<file path="src/rtl/vec_mul_pkg.sv">
// Shared types and default constants for the vector-matrix multiply sequencer.
package vec_mul_pkg;

  localparam int ADDRESSSIZE  = 10;
  localparam int LEN_BW       = 11;
  localparam int WEIGHT_BANKS = 4;
  localparam int WBANK_BW     = 2;
  localparam int WLOAD_CYC    = 2;
  localparam int PIPE_LATENCY = 17;
  localparam int RD_LAT       = 1;
  localparam int TOTAL_LAT    = RD_LAT + PIPE_LATENCY;

  typedef enum logic [2:0] {
    ST_IDLE,
    ST_WLOAD,
    ST_STREAM,
    ST_DRAIN,
    ST_FIN
  } state_e;

endpackage

</file>
<file path="src/rtl/vec_mul_seq_ctrl_valid_delay_line.sv">
// valid_delay_line: 1-bit shift register that aligns UB read issues with result writes.
module valid_delay_line #(
  parameter int DEPTH = 18
) (
  input  logic clk,
  input  logic rstn,
  input  logic flush,
  input  logic din,
  output logic dout,
  output logic drained
);

  // Every stage except the output one; when these are clear the line is empty after this edge.
  localparam logic [DEPTH-1:0] BODY_MASK = ~(DEPTH'(1) << (DEPTH-1));

  logic [DEPTH-1:0] sr_q, sr_d;

  always_comb begin
    sr_d = flush ? '0 : ((sr_q << 1) | DEPTH'(din));
  end

  // NOTE: clocked state uses non-blocking assignments so every flop samples pre-edge values.
  always_ff @(posedge clk or negedge rstn) begin
    if (!rstn) sr_q <= '0;
    else       sr_q <= sr_d;
  end

  assign dout    = sr_q[DEPTH-1];
  assign drained = ~|(sr_q & BODY_MASK);

endmodule

</file>
<file path="src/rtl/vec_mul_seq_ctrl.sv">
// vec_mul_seq_ctrl: programmable job sequencer (weight reload, UB streaming, aligned result writes).
// Define PERF_CNT_EN to add the 32-bit busy-cycle counter output cycle_cnt.
module vec_mul_seq_ctrl #(
  parameter int ADDRESSSIZE  = vec_mul_pkg::ADDRESSSIZE,
  parameter int LEN_BW       = vec_mul_pkg::LEN_BW,
  parameter int WEIGHT_BANKS = vec_mul_pkg::WEIGHT_BANKS,
  parameter int WBANK_BW     = vec_mul_pkg::WBANK_BW,
  parameter int WLOAD_CYC    = vec_mul_pkg::WLOAD_CYC,
  parameter int PIPE_LATENCY = vec_mul_pkg::PIPE_LATENCY,
  parameter int RD_LAT       = vec_mul_pkg::RD_LAT
) (
  input  logic                   clk,
  input  logic                   rstn,
  input  logic                   start,
  input  logic                   abort,
  input  logic [ADDRESSSIZE-1:0] cfg_in_base,
  input  logic [ADDRESSSIZE-1:0] cfg_out_base,
  input  logic [LEN_BW-1:0]      cfg_len,
  input  logic [WBANK_BW-1:0]    cfg_wbank,
  output logic                   busy,
  output logic                   done,
  output logic [WBANK_BW-1:0]    wsram_addr,
  output logic                   weight_reload,
  output logic [ADDRESSSIZE-1:0] ub_addr,
  output logic                   ub_rd_en,
  output logic                   res_we,
  output logic [ADDRESSSIZE-1:0] res_addr,
  output logic                   cfg_err
`ifdef PERF_CNT_EN
  ,
  output logic [31:0]            cycle_cnt
`endif
);

  import vec_mul_pkg::*;

  localparam int DEPTH = RD_LAT + PIPE_LATENCY;
  localparam int WL_BW = (WLOAD_CYC > 1) ? $clog2(WLOAD_CYC) : 1;

  state_e                 state_q, state_d;
  logic [LEN_BW-1:0]      rem_q, rem_d;
  logic [ADDRESSSIZE-1:0] ub_addr_q, ub_addr_d;
  logic [ADDRESSSIZE-1:0] res_addr_q, res_addr_d;
  logic [WBANK_BW-1:0]    wsram_q, wsram_d;
  logic [WL_BW-1:0]       wl_cnt_q, wl_cnt_d;
  logic                   cfg_err_q, cfg_err_d;
  logic                   flush;
  logic                   drained;
  logic                   bank_ok;
  logic                   job_accept;

  // One extra bit so WEIGHT_BANKS == 2**WBANK_BW is still representable.
  assign bank_ok    = {1'b0, cfg_wbank} < (WBANK_BW+1)'(WEIGHT_BANKS);
  assign job_accept = (state_q == ST_IDLE) && start && bank_ok;

  // NOTE: every signal written here gets a default first, so no path can infer a latch.
  always_comb begin
    state_d       = state_q;
    rem_d         = rem_q;
    ub_addr_d     = ub_addr_q;
    res_addr_d    = res_addr_q;
    wsram_d       = wsram_q;
    wl_cnt_d      = wl_cnt_q;
    cfg_err_d     = cfg_err_q;
    flush         = 1'b0;
    busy          = 1'b0;
    done          = 1'b0;
    weight_reload = 1'b0;
    ub_rd_en      = 1'b0;

    if (res_we) res_addr_d = res_addr_q + 1'b1;

    case (state_q)
      ST_IDLE: begin
        // Abort is not considered here, so a simultaneous start always wins.
        if (start) begin
          wsram_d    = cfg_wbank;
          ub_addr_d  = cfg_in_base;
          res_addr_d = cfg_out_base;
          rem_d      = cfg_len;
          wl_cnt_d   = '0;
          if (!bank_ok)              cfg_err_d = 1'b1;
          else if (cfg_len == '0)    state_d   = ST_FIN;
          else                       state_d   = ST_WLOAD;
        end
      end
      ST_WLOAD: begin
        busy          = 1'b1;
        weight_reload = 1'b1;
        wl_cnt_d      = wl_cnt_q + 1'b1;
        if (wl_cnt_q == WL_BW'(WLOAD_CYC - 1)) state_d = ST_STREAM;
      end
      ST_STREAM: begin
        busy      = 1'b1;
        ub_rd_en  = 1'b1;
        ub_addr_d = ub_addr_q + 1'b1;
        rem_d     = rem_q - 1'b1;
        if (rem_q == LEN_BW'(1)) state_d = ST_DRAIN;
      end
      ST_DRAIN: begin
        busy = 1'b1;
        // Leave on the edge that retires the last write, so done follows it directly.
        if (drained) state_d = ST_FIN;
      end
      ST_FIN: begin
        done    = 1'b1;
        state_d = ST_IDLE;
      end
      default: state_d = ST_IDLE;
    endcase

    if (abort && (state_q != ST_IDLE)) begin
      state_d = ST_IDLE;
      flush   = 1'b1;
    end
  end

  always_ff @(posedge clk or negedge rstn) begin
    if (!rstn) begin
      state_q    <= ST_IDLE;
      rem_q      <= '0;
      ub_addr_q  <= '0;
      res_addr_q <= '0;
      wsram_q    <= '0;
      wl_cnt_q   <= '0;
      cfg_err_q  <= 1'b0;
    end else begin
      state_q    <= state_d;
      rem_q      <= rem_d;
      ub_addr_q  <= ub_addr_d;
      res_addr_q <= res_addr_d;
      wsram_q    <= wsram_d;
      wl_cnt_q   <= wl_cnt_d;
      cfg_err_q  <= cfg_err_d;
    end
  end

  valid_delay_line #(
    .DEPTH (DEPTH)
  ) u_valid_pipe (
    .clk     (clk),
    .rstn    (rstn),
    .flush   (flush),
    .din     (ub_rd_en),
    .dout    (res_we),
    .drained (drained)
  );

  assign wsram_addr = wsram_q;
  assign ub_addr    = ub_addr_q;
  assign res_addr   = res_addr_q;
  assign cfg_err    = cfg_err_q;

`ifdef PERF_CNT_EN
  logic [31:0] cyc_cnt_q, cyc_cnt_d;

  always_comb begin
    cyc_cnt_d = cyc_cnt_q;
    if (job_accept) cyc_cnt_d = '0;
    else if (busy)  cyc_cnt_d = cyc_cnt_q + 32'd1;
  end

  always_ff @(posedge clk or negedge rstn) begin
    if (!rstn) cyc_cnt_q <= '0;
    else       cyc_cnt_q <= cyc_cnt_d;
  end

  assign cycle_cnt = cyc_cnt_q;
`else
  logic unused_accept;
  assign unused_accept = job_accept;
`endif

endmodule

</file>
<file path="config.mk">
export PLATFORM = sky130hd
export DESIGN_NAME = vec_mul_seq_ctrl
export DESIGN_NICKNAME = d
export VERILOG_FILES = /design/src/rtl/vec_mul_pkg.sv /design/src/rtl/vec_mul_seq_ctrl_valid_delay_line.sv /design/src/rtl/vec_mul_seq_ctrl.sv
export SDC_FILE = /design/constraint.sdc
export NUM_CORES = 1
export LEC_CHECK = 0
export BUFFER_PORTS_ARGS = -buffer_cell sky130_fd_sc_hd__buf_2
export CAP_MARGIN = 0
export CORE_MARGIN = 2
export CORE_UTILIZATION = 55
export CTS_BUF_LIST = sky130_fd_sc_hd__clkbuf_2
export DETAILED_ROUTE_END_ITERATION = 16
export PLACE_DENSITY = 0.82
export SYNTH_ARGS = -nofsm -noshare
export SYNTH_HDL_FRONTEND = slang
export SYNTH_HIERARCHICAL = 1
export SYNTH_SLANG_ARGS = --single-unit
export TNS_END_PERCENT = 100
</file>
<file path="constraint.sdc">
create_clock -name clk -period 2.1 [get_ports clk]
set_input_delay 0.21 -clock clk [delete_from_list [all_inputs] [get_ports clk]]
set_output_delay 0.21 -clock clk [all_outputs]
set_load 0.01 [all_outputs]
</file>
==> impl_metrics.json, run 1 <==
{
  "max_freq_mhz": 517,
  "grt_pass1_wl_um": 9800,
  "yosysTopAreaCell": "dfrtp_1",
  "ys_ff_latch": 55,
  "area_growth_pct": 26.9,
  "numCtsBuffers": 5,
  "netlist_top_cells_area": "dfrtp_1 51%, nand2_1 4.5%, nor2b_1 4.0%",
  "wl_met2_um": 3010,
  "power.internal_mw": 2.29,
  "htreeDepth": 2,
  "p_per_area_nw_per_um2": 1150,
  "yosys.area_share.adder_pct": 1.86,
  "worstPathRequired_ps": 1890,
  "pin_count": 65,
  "initial_core_util_pct": 56.8,
  "overflow": 0,
  "place_hpwl_um": 4250,
  "seq_area_frac_synth_pct": 51.3,
  "viasPerCell": 5.52,
  "fin_skew_ps": 12.3,
  "power.total_mw": 3.93,
  "slew_headroom_pct": 59.0,
  "power_frac_seq_pct": 45.7,
  "ir_drop_v": 0.000568,
  "slowest_delay_ps": 460,
  "finalHoldViolCount": 0,
  "top_layer_used": "met4",
  "cts_tree": "yes",
  "postCtsSetupBuffers": 0,
  "synth_edf_count": 0,
  "synth_commonest_cells": "55 x dfrtp_1, 32 x nand2_1, 18 x nor2_1",
  "placedCellCount": 393,
  "min_path_type": "primary input to flop",
  "clock_power_share_pct": 9.7,
  "antenna_cells": 0,
  "row_count": 25,
  "grt_pass1_vias": 2219,
  "fin_nets": 401,
  "synth_top_family_by_area": "simple AND/OR/NAND/NOR gates",
  "port_buffers": 63,
  "setup_viol": 0,
  "firstDrtPassIters": 4,
  "finalCritPeriodShare_pct": 92.1,
  "antenna_found_initial": 0,
  "synth_compound_area_share_pct": 13.4,
  "timing.critical_path.to_type": "primary output",
  "synth_area_per_cell_sq_um": 10.1,
  "ys_async_sr_fraction_pct": 100,
  "drt_iter0_drc": 138,
  "gp_congestion": 0.890,
  "p_sw_mw": 1.63,
  "dp_slack_ps": 351,
  "p_sw_share_pct": 41.6,
  "ant_nets": 0,
  "clock-sinks": 55,
  "place_area_sq_um": 3100,
  "clockRootBuffer": "clkbuf_2",
  "wl_met1_um": 2670,
  "synth_cell_types": 53,
  "max_cap_viol_count": 0,
  "yosys_warnings": 6,
  "crit_fanout": 7,
  "fin_area_sq_um": 3410,
  "wire_per_inst_um": 14.4,
  "fp.dieW_um": 73.9,
  "drc": 0,
  "start_kind": "flop",
  "vias": 2351,
  "syn-num-nets": 307,
  "grt_max_degree": 34,
  "p_comb_share_pct": 44.6,
  "netlist_instances": 266,
  "core-area_sq_um": 4720,
  "fin_cells": 426,
  "insertion_delay_ps": 440,
  "worstMarginPinSlew_ps": 615,
  "finalCriticalPeriod_ps": 1930,
  "wl_um": 6120,
  "critPathBufInv": 3,
  "yosys.area_share.xor_xnor_pct": 2.94,
  "synthSimpleGateAreaFrac_pct": 26.2,
  "grt_use_total_pct": 23.4,
  "leakagePower_nw": 1.56,
  "crit_path_cell_trace": "or3b_1 > inv_2 > buf_4 > buf_2",
  "muxShareOfSynthArea_pct": 1.17,
  "yosys_most_used_dff": "dfrtp_1",
  "chipHeight_um": 73.9,
  "slowest_stage": "dfrtp_1",
  "cts.clk_slew.worst_paths_ps": 240,
  "worstPathArrival_ps": 1720,
  "critPathKind": "flop to primary output",
  "yosysMostFrequentCell": "dfrtp_1",
  "status": "completed",
  "rsz0062_at_grt": "no",
  "finalMaxSlewViolations": 0,
  "die_area_sq_um": 5450,
  "worst_slack_ps": 165,
  "drive_above_1_share_pct": 26.2,
  "tns_ps": 0,
  "yosys.area.top_type_share_pct": 51.3,
  "wl_met3_um": 330,
  "netlist_area_sq_um": 2680,
  "clockBufferDepth": 2,
  "crit_family": "flip-flops"
}
state kept, by name, indices dropped and copies added (netlist names):
signal	cells
ub_addr	10
u_valid_pipe/sr_q	18
state_q	3
res_addr	10
rem_q	11
wl_cnt_q	1
wsram_addr	2
worst min-delay path, delay by kind of cell:
family / cells / cell delay (ps)
buffers and inverters: 1 / 90
AOI/OAI and AO/OA: 1 / 90
and+or+nand+nor: 1 / 40
final timing paths:
kind / start / to / slack (ps) / cells after the start
hold reg to reg: wsram_addr[1] / wsram_addr[1] / 510 / 2
setup / recovery: state_q[0] / ub_rd_en / 170 / 4
max in group asynchronous: rstn / rem_q[2] / 1190 / 3
min in group asynchronous: rstn / res_addr[5] / 280 / 2
hold / removal: cfg_len[4] / rem_q[4] / 20 / 3
setup reg to reg: state_q[0] / ub_addr[5] / 310 / 5
layout by cell type, fill, tap and decap left out, drive strengths merged, types with 5 or more instances in the layout:
cell | synthesis | final
buf | 5 | 74
dfrtp | 55 | 55
nand2 | 32 | 32
dlygate4sd3 | 0 | 27
nor2b | 19 | 19
nor2 | 18 | 18
o21ai | 16 | 16
nor3 | 11 | 11
a211oi | 10 | 10
nor4 | 8 | 8
nand3 | 7 | 7
nand4 | 6 | 6
xnor2 | 5 | 5
o211ai | 5 | 5
clkbuf | 9 | 5
power groups by stage:
stage | Sequential [mW] | Combinational [mW] | Clock (mW)
2_1_floorplan | 1.84 | 1.03 | 0
6_report | 1.79 | 1.75 | 0.381
4_1_cts | 1.78 | 1.75 | 0.400
3_3_place_gp | 1.78 | 1.64 | 0
5_1_grt | 1.85 | 1.96 | 0.435
3_5_place_dp | 1.80 | 1.71 | 0
metrics by stage:
step                utilization (%)  hold slack [ps]
detailed placement             65.7              257
global route                   72.1            0.201
floorplan                         -            -85.6
CTS                            71.7             2.74
finish                         72.1             19.2
global placement               65.7              254
timing repair:
| action | CTS | global route |
|---|---|---|
| hold buffers | 25 | 2 |
| resized for setup | 0 | 0 |
| endpoints found under the hold margin | 51 | 2 |
| endpoints found under the setup margin | 0 | 0 |
final cells by class:
cell class | instances | area [sq um]
clock buffer | 5 | 25.0
sequential | 55 | 1380
fill | 344 | 1320
clock inverter | 1 | 7.51
timing repair buffer | 101 | 668
tap | 67 | 83.8
multi-input combinational | 194 | 1230
inverter | 3 | 11.3
kinds of logic after synthesis:
family | Yosys count
AOI/OAI and AO/OA | 51
and+or+nand+nor | 126
muxes | 3
DFF | 55
other | 1
adders and majority gates | 4
buffers and inverters | 17
xor gates and xnor gates | 9
routing by layer:
metal | up-vias | track usage (%)
met2 | 80 | 38.4
li1 | 1144 | -
met4 | 0 | 8.48
met3 | 14 | 5.08
met1 | 1113 | 30.6
met5 | - | 0
Note: power is estimated with default switching activity, not from simulation.
==> run 2, diff against run 1 <==
- CTS_CLUSTER_SIZE: not set -> 40
- PLACE_DENSITY: 0.82 -> 0.86
==> run 2 against run 1 <==
  * Cell count increased by 0.94%
  * Global-route usage is 0.46 points higher
  * Clock power grew 8.1%
  * Worst hold slack better by 21 ps
  * Clock skew fell by 7.7 ps
  * Routed wire length increased by 3.3%
  * Total power is 1.5% higher
  * Largest power group unchanged
  * Non-clock buffer count grew 2
  * Flip-flop and latch count is the same
  * Sequential share of layout area down 0.67 points
==> impl_metrics.json, run 2 (synthesized netlist as in run 1, its figures left out) <==
{
  "status": "completed",
  "fin_nets": 403,
  "ir_drop_v": 0.000626,
  "drc": 0,
  "slew_headroom_pct": 55.2,
  "wire_per_inst_um": 14.7,
  "start_kind": "flop",
  "firstDrtPassIters": 4,
  "area_growth_pct": 29.1,
  "initial_core_util_pct": 56.8,
  "drt_iter0_drc": 224,
  "min_delay_path_depth": 3,
  "power.internal_mw": 2.33,
  "max_freq_mhz": 548,
  "power_frac_seq_pct": 45.0,
  "finalMaxSlewViolations": 0,
  "min_to": "ub_addr[1]",
  "max_cap_viol_count": 0,
  "postCtsResizedCells": 0,
  "insertion_delay_ps": 430,
  "min-delay-start": "cfg_in_base[1]",
  "fp.dieW_um": 73.9,
  "p_comb_share_pct": 44.6,
  "crit_fanout": 5,
  "worst_slack_ps": 276,
  "tns_ps": 0,
  "worstMarginPinSlew_ps": 673,
  "pin_count": 65,
  "antenna_cells": 0,
  "dp_slack_ps": 358,
  "critPathKind": "flop to flop",
  "worstPathArrival_ps": 2200,
  "r2r_start": "ub_addr[0]",
  "final_common_cell": "buf_2",
  "p_sw_mw": 1.65,
  "final_cell_mix": "63 x buf_2, 55 x dfrtp_1, 32 x nand2_1",
  "hold_buffers": 27,
  "htreeDepth": 2,
  "grt_pass1_wl_um": 10000,
  "reg_top3": "u_valid_pipe/sr_q x18, rem_q x11",
  "clockRootBuffer": "clkbuf_2",
  "place_area_sq_um": 3120,
  "setup_viol": 0,
  "core-area_sq_um": 4720,
  "viasPerCell": 5.48,
  "grt_use_total_pct": 23.9,
  "finish.utilization_pct": 73.4,
  "largest_reg_flops": 18,
  "row_count": 25,
  "drive_above_1_share_pct": 25.9,
  "grt_pass1_vias": 2183,
  "cts_tree": "yes",
  "finalHoldViolCount": 0,
  "overflow": 0,
  "place_hpwl_um": 4030,
  "vias": 2358,
  "cts.clk_slew.worst_paths_ps": 260,
  "chipHeight_um": 73.9,
  "clock_power_share_pct": 10.4,
  "timing.critical_path.to_type": "flop",
  "finalCritPeriodShare_pct": 86.8,
  "die_area_sq_um": 5450,
  "fin_area_sq_um": 3460,
  "postCtsSetupBuffers": 0,
  "wl_um": 6320,
  "min_path_type": "primary input to flop",
  "port_buffers": 63,
  "fin_skew_ps": 4.56,
  "leakagePower_nw": 1.58,
  "worstPathRequired_ps": 2480,
  "rr_endpoint": "ub_addr[4]",
  "regMostFlops": "u_valid_pipe/sr_q",
  "finalCriticalPeriod_ps": 1820,
  "p_sw_share_pct": 41.5,
  "antenna_found_initial": 0,
  "ant_nets": 0,
  "power.total_mw": 3.98,
  "reg2reg_slack_ps": 280,
  "numCtsBuffers": 5,
  "clock-sinks": 55,
  "grt_max_degree": 41,
  "worstRegToRegCells": 6,
  "p_per_area_nw_per_um2": 1150,
  "gp_congestion": 0.937,
  "rsz0062_at_grt": "no",
  "clockBufferDepth": 2
}
==> run 2: worst max path at each step <==
stage,startpoint,depth (start not counted),to
after floorplan,state_q[2],5,rem_q[3]
after global placement,rem_q[2],4,rem_q[5]
after detailed placement,u_valid_pipe/sr_q[13],6,state_q[0]
after CTS,state_q[1],3,weight_reload
after global routing,state_q[0],3,weight_reload
final,ub_addr[0],6,ub_addr[4]
==> run 2: area by class of cell <==
type	count	area (sq um)
clock inverter	2	12.5
clock buffer	6	30.0
tap	67	83.8
sequential	55	1380
fill	330	1260
timing repair buffer	103	716
inverter	3	11.3
multi-input combinational	194	1230
==> run 2: through the flow <==
step           hold WS, ps  instances
6_report              40.3        430
3_3_place_gp           240        392
5_1_grt               8.28        430
2_1_floorplan        -85.6        266
3_5_place_dp           247        392
4_1_cts               1.52        427
==> run 2: critical path, stage by stage (launching register included) <==
cell and delay, ps:
dfrtp_1 490, ha_1 210, nor4bb_1 410, buf_4 190, and2_1 210, a211oi_1 100, a211oi_1 160
==> run 2: routing by layer <==
metal,GRT usage [%],vias to the layer above,share of wire [%]
met3,4.80,12,5.9
li1,-,1155,-
met4,10.3,0,2.2
met2,37.4,91,48
met1,32.3,1100,44
met5,0,-,0
==> run 2: power by group through the flow <==
stage               combinational, mW  clock (mW)  sequential, mW
floorplan                        1.03           0            1.84
global placement                 1.67           0            1.78
detailed placement               1.71           0            1.81
CTS                              1.75       0.420            1.78
global route                     1.97       0.464            1.85
finish                           1.78       0.412            1.79
==> run 3, diff against run 2 <==
- ABC_AREA: not set -> 1
- CORE_UTILIZATION: 55 -> 56
==> run 3 against run 2 <==
  * Global-route usage grew 0.80 points
  * Setup slack lost 160 ps
  * Cell count grew 30%
  * Design area grew 4.9%
  * Synthesized cell count grew 53%
  * Flip-flop and latch count is the same
  * Routed wire length grew 12%
  * Synthesized area grew 13%
  * Largest power group is now combinational logic
  * Core utilization shrank 3.1 points
  * Total power grew 15%
  * Via count grew 25%
==> impl_metrics.json, run 3 <==
{
  "status": "completed",
  "regMostFlops": "u_valid_pipe/sr_q",
  "final_common_cell": "nand2_1",
  "netlist_top_cells_area": "dfrtp_1 45%, nand2_1 13%, nor2_1 8.1%",
  "netlist_instances": 407,
  "worstPathArrival_ps": 1770,
  "tns_ps": 0,
  "antenna_cells": 0,
  "core-area_sq_um": 5170,
  "timing.critical_path.to_type": "primary output",
  "yosys.area.top_type_share_pct": 45.4,
  "slowest_stage": "dfrtp_1",
  "slew_headroom_pct": 60.9,
  "grt_pass1_wl_um": 12100,
  "final_cell_mix": "101 x nand2_1, 65 x nor2_1, 63 x buf_2",
  "overflow": 0,
  "postCtsSetupBuffers": 0,
  "grt_pass1_vias": 2896,
  "leakagePower_nw": 1.93,
  "clock-sinks": 55,
  "area_growth_pct": 20.0,
  "cts_tree": "yes",
  "crit_fanout": 26,
  "drive_above_1_share_pct": 18.9,
  "rsz0062_at_grt": "no",
  "rr_endpoint": "ub_addr[3]",
  "setup_viol": 0,
  "min-delay-start": "cfg_in_base[5]",
  "finalCriticalPeriod_ps": 1980,
  "drc": 0,
  "min_delay_path_depth": 3,
  "place_hpwl_um": 4970,
  "synth_commonest_cells": "101 x nand2_1, 65 x nor2_1, 56 x inv_1",
  "start_kind": "flop",
  "chipHeight_um": 77.5,
  "worstMarginPinSlew_ps": 585,
  "critPathBufInv": 3,
  "numCtsBuffers": 5,
  "row_count": 26,
  "die_area_sq_um": 6010,
  "finalMaxSlewViolations": 0,
  "fin_nets": 532,
  "viasPerCell": 5.24,
  "hold_slack_ps": 23.1,
  "yosysMostFrequentCell": "nand2_1",
  "antenna_found_initial": 0,
  "reg_top3": "u_valid_pipe/sr_q x18, rem_q x11",
  "crit_path_cell_trace": "inv_2 > nand3_4 > inv_6 > buf_2",
  "grt_max_degree": 33,
  "synth_cell_types": 36,
  "wire_per_inst_um": 12.7,
  "port_buffers": 63,
  "yosys_most_used_dff": "dfrtp_1",
  "grt_use_total_pct": 24.7,
  "insertion_delay_ps": 480,
  "vias": 2938,
  "max_freq_mhz": 505,
  "finalCritPeriodShare_pct": 94.3,
  "fp.dieW_um": 77.5,
  "power.total_mw": 4.57,
  "fillers": 400,
  "r2r_start": "state_q[0]",
  "ant_nets": 0,
  "drt_iter0_drc": 143,
  "wl_um": 7110,
  "fin_skew_ps": 44.5,
  "ys_async_sr_fraction_pct": 100,
  "worstPathRequired_ps": 1890,
  "max_cap_viol_count": 0,
  "min_to": "ub_addr[5]",
  "netlist_area_sq_um": 3030,
  "seq_area_frac_synth_pct": 45.4,
  "crit_family": "buffers and inverters",
  "largest_reg_flops": 18,
  "gp_congestion": 0.841,
  "critPathKind": "flop to primary output",
  "yosysTopAreaCell": "dfrtp_1",
  "clockRootBuffer": "clkbuf_2",
  "clockBufferDepth": 2,
  "finalHoldViolCount": 0,
  "cts.clk_slew.worst_paths_ps": 300,
  "pin_count": 65,
  "slowest_delay_ps": 520,
  "p_per_area_nw_per_um2": 1260,
  "reg2reg_slack_ps": 330,
  "syn-num-nets": 448,
  "synth_edf_count": 0,
  "yosys_warnings": 6,
  "firstDrtPassIters": 5,
  "initial_core_util_pct": 58.6,
  "synth_area_per_cell_sq_um": 7.44,
  "crit_cells": 4,
  "worstRegToRegCells": 6,
  "ys_ff_latch": 55,
  "htreeDepth": 2,
  "min_path_type": "primary input to flop",
  "ir_drop_v": 0.000592
}
## run 3: cell types whose count changed after synthesis, moves of 6 or more
cell / change
a211oi_1: -10
a21oi_1: +9
clkbuf_1: -9
inv_1: +54
nand2_1: +69
nand3_1: +29
nor2_1: +47
nor2b_1: -17
nor4_1: -6
## run 3: routing by layer
metal / share of wire, % / GRT usage [%] / wire length (um)
met4: 2.2 / 11.4 / 154
met3: 5.0 / 5.00 / 352
met1: 42 / 29.4 / 2990
met5: 0 / 0 / 0
met2: 51 / 43.0 / 3610
## run 3: worst max-delay path by stage
stage | from | end | slack, ps
after floorplan | rem_q[0] | rem_q[8] | 710
after global routing | state_q[2] | ub_rd_en | 1
after CTS | state_q[2] | ub_rd_en | 90
final | state_q[0] | ub_rd_en | 120
after global placement | state_q[2] | ub_rd_en | 550
after detailed placement | state_q[0] | ub_addr[3] | 440
## run 3: tightest hold or removal path, cell delays in order
cell and delay [ps]:
buf_2 70, o21ai_0 80, nor2_1 100
## run 3: power by group
part | total, mW | internal (mW) | switching, mW
combinational | 2.31 | 0.854 | 1.46
sequential | 1.83 | 1.45 | 0.382
clock | 0.427 | 0.0833 | 0.343
## run 3: cell families (layout without fill, tap and decap cells)
group                      count (synthesis)  count (layout)  synth area share [%]
DFF                                       55              55                  45.4
xor gates and xnor gates                   6               6                  1.73
and+or+nand+nor                          228             228                  32.2
AOI/OAI and AO/OA                         41              41                  8.05
adders and majority gates                  4               4                  1.65
buffers and inverters                     72             156                  10.8
other                                      1               1                 0.124
## run 3: final cells by class
class                   instances  area (sq um)  area share, %
repair buffers                 88           568           15.6
clock buffers                   5          25.0          0.688
well taps                      70          87.6           2.41
multi-input cells             280          1330           36.5
inverters                      61           234           6.44
flip-flops and latches         55          1380           37.9
clock inverters                 2          17.5          0.482
## run 3: through the flow
stage / cell area (sq um) / cells / utilization [%] / worst slack, ps
2_1_floorplan: 3030 / 407 / - / 706
3_3_place_gp: 3380 / 533 / 65.3 / 548
3_5_place_dp: 3380 / 533 / 65.3 / 440
4_1_cts: 3630 / 561 / 70.2 / 86.1
5_1_grt: 3630 / 561 / 70.3 / 1.41
6_report: 3630 / 561 / 70.3 / 121
## run 3: repair_timing
item | in CTS | in global routing
endpoints found under the setup margin | 1 | 1
gates resized for setup | 1 | 1
endpoints found under the hold margin | 43 | 0
hold buffers | 21 | 0
cloned | 0 | 0
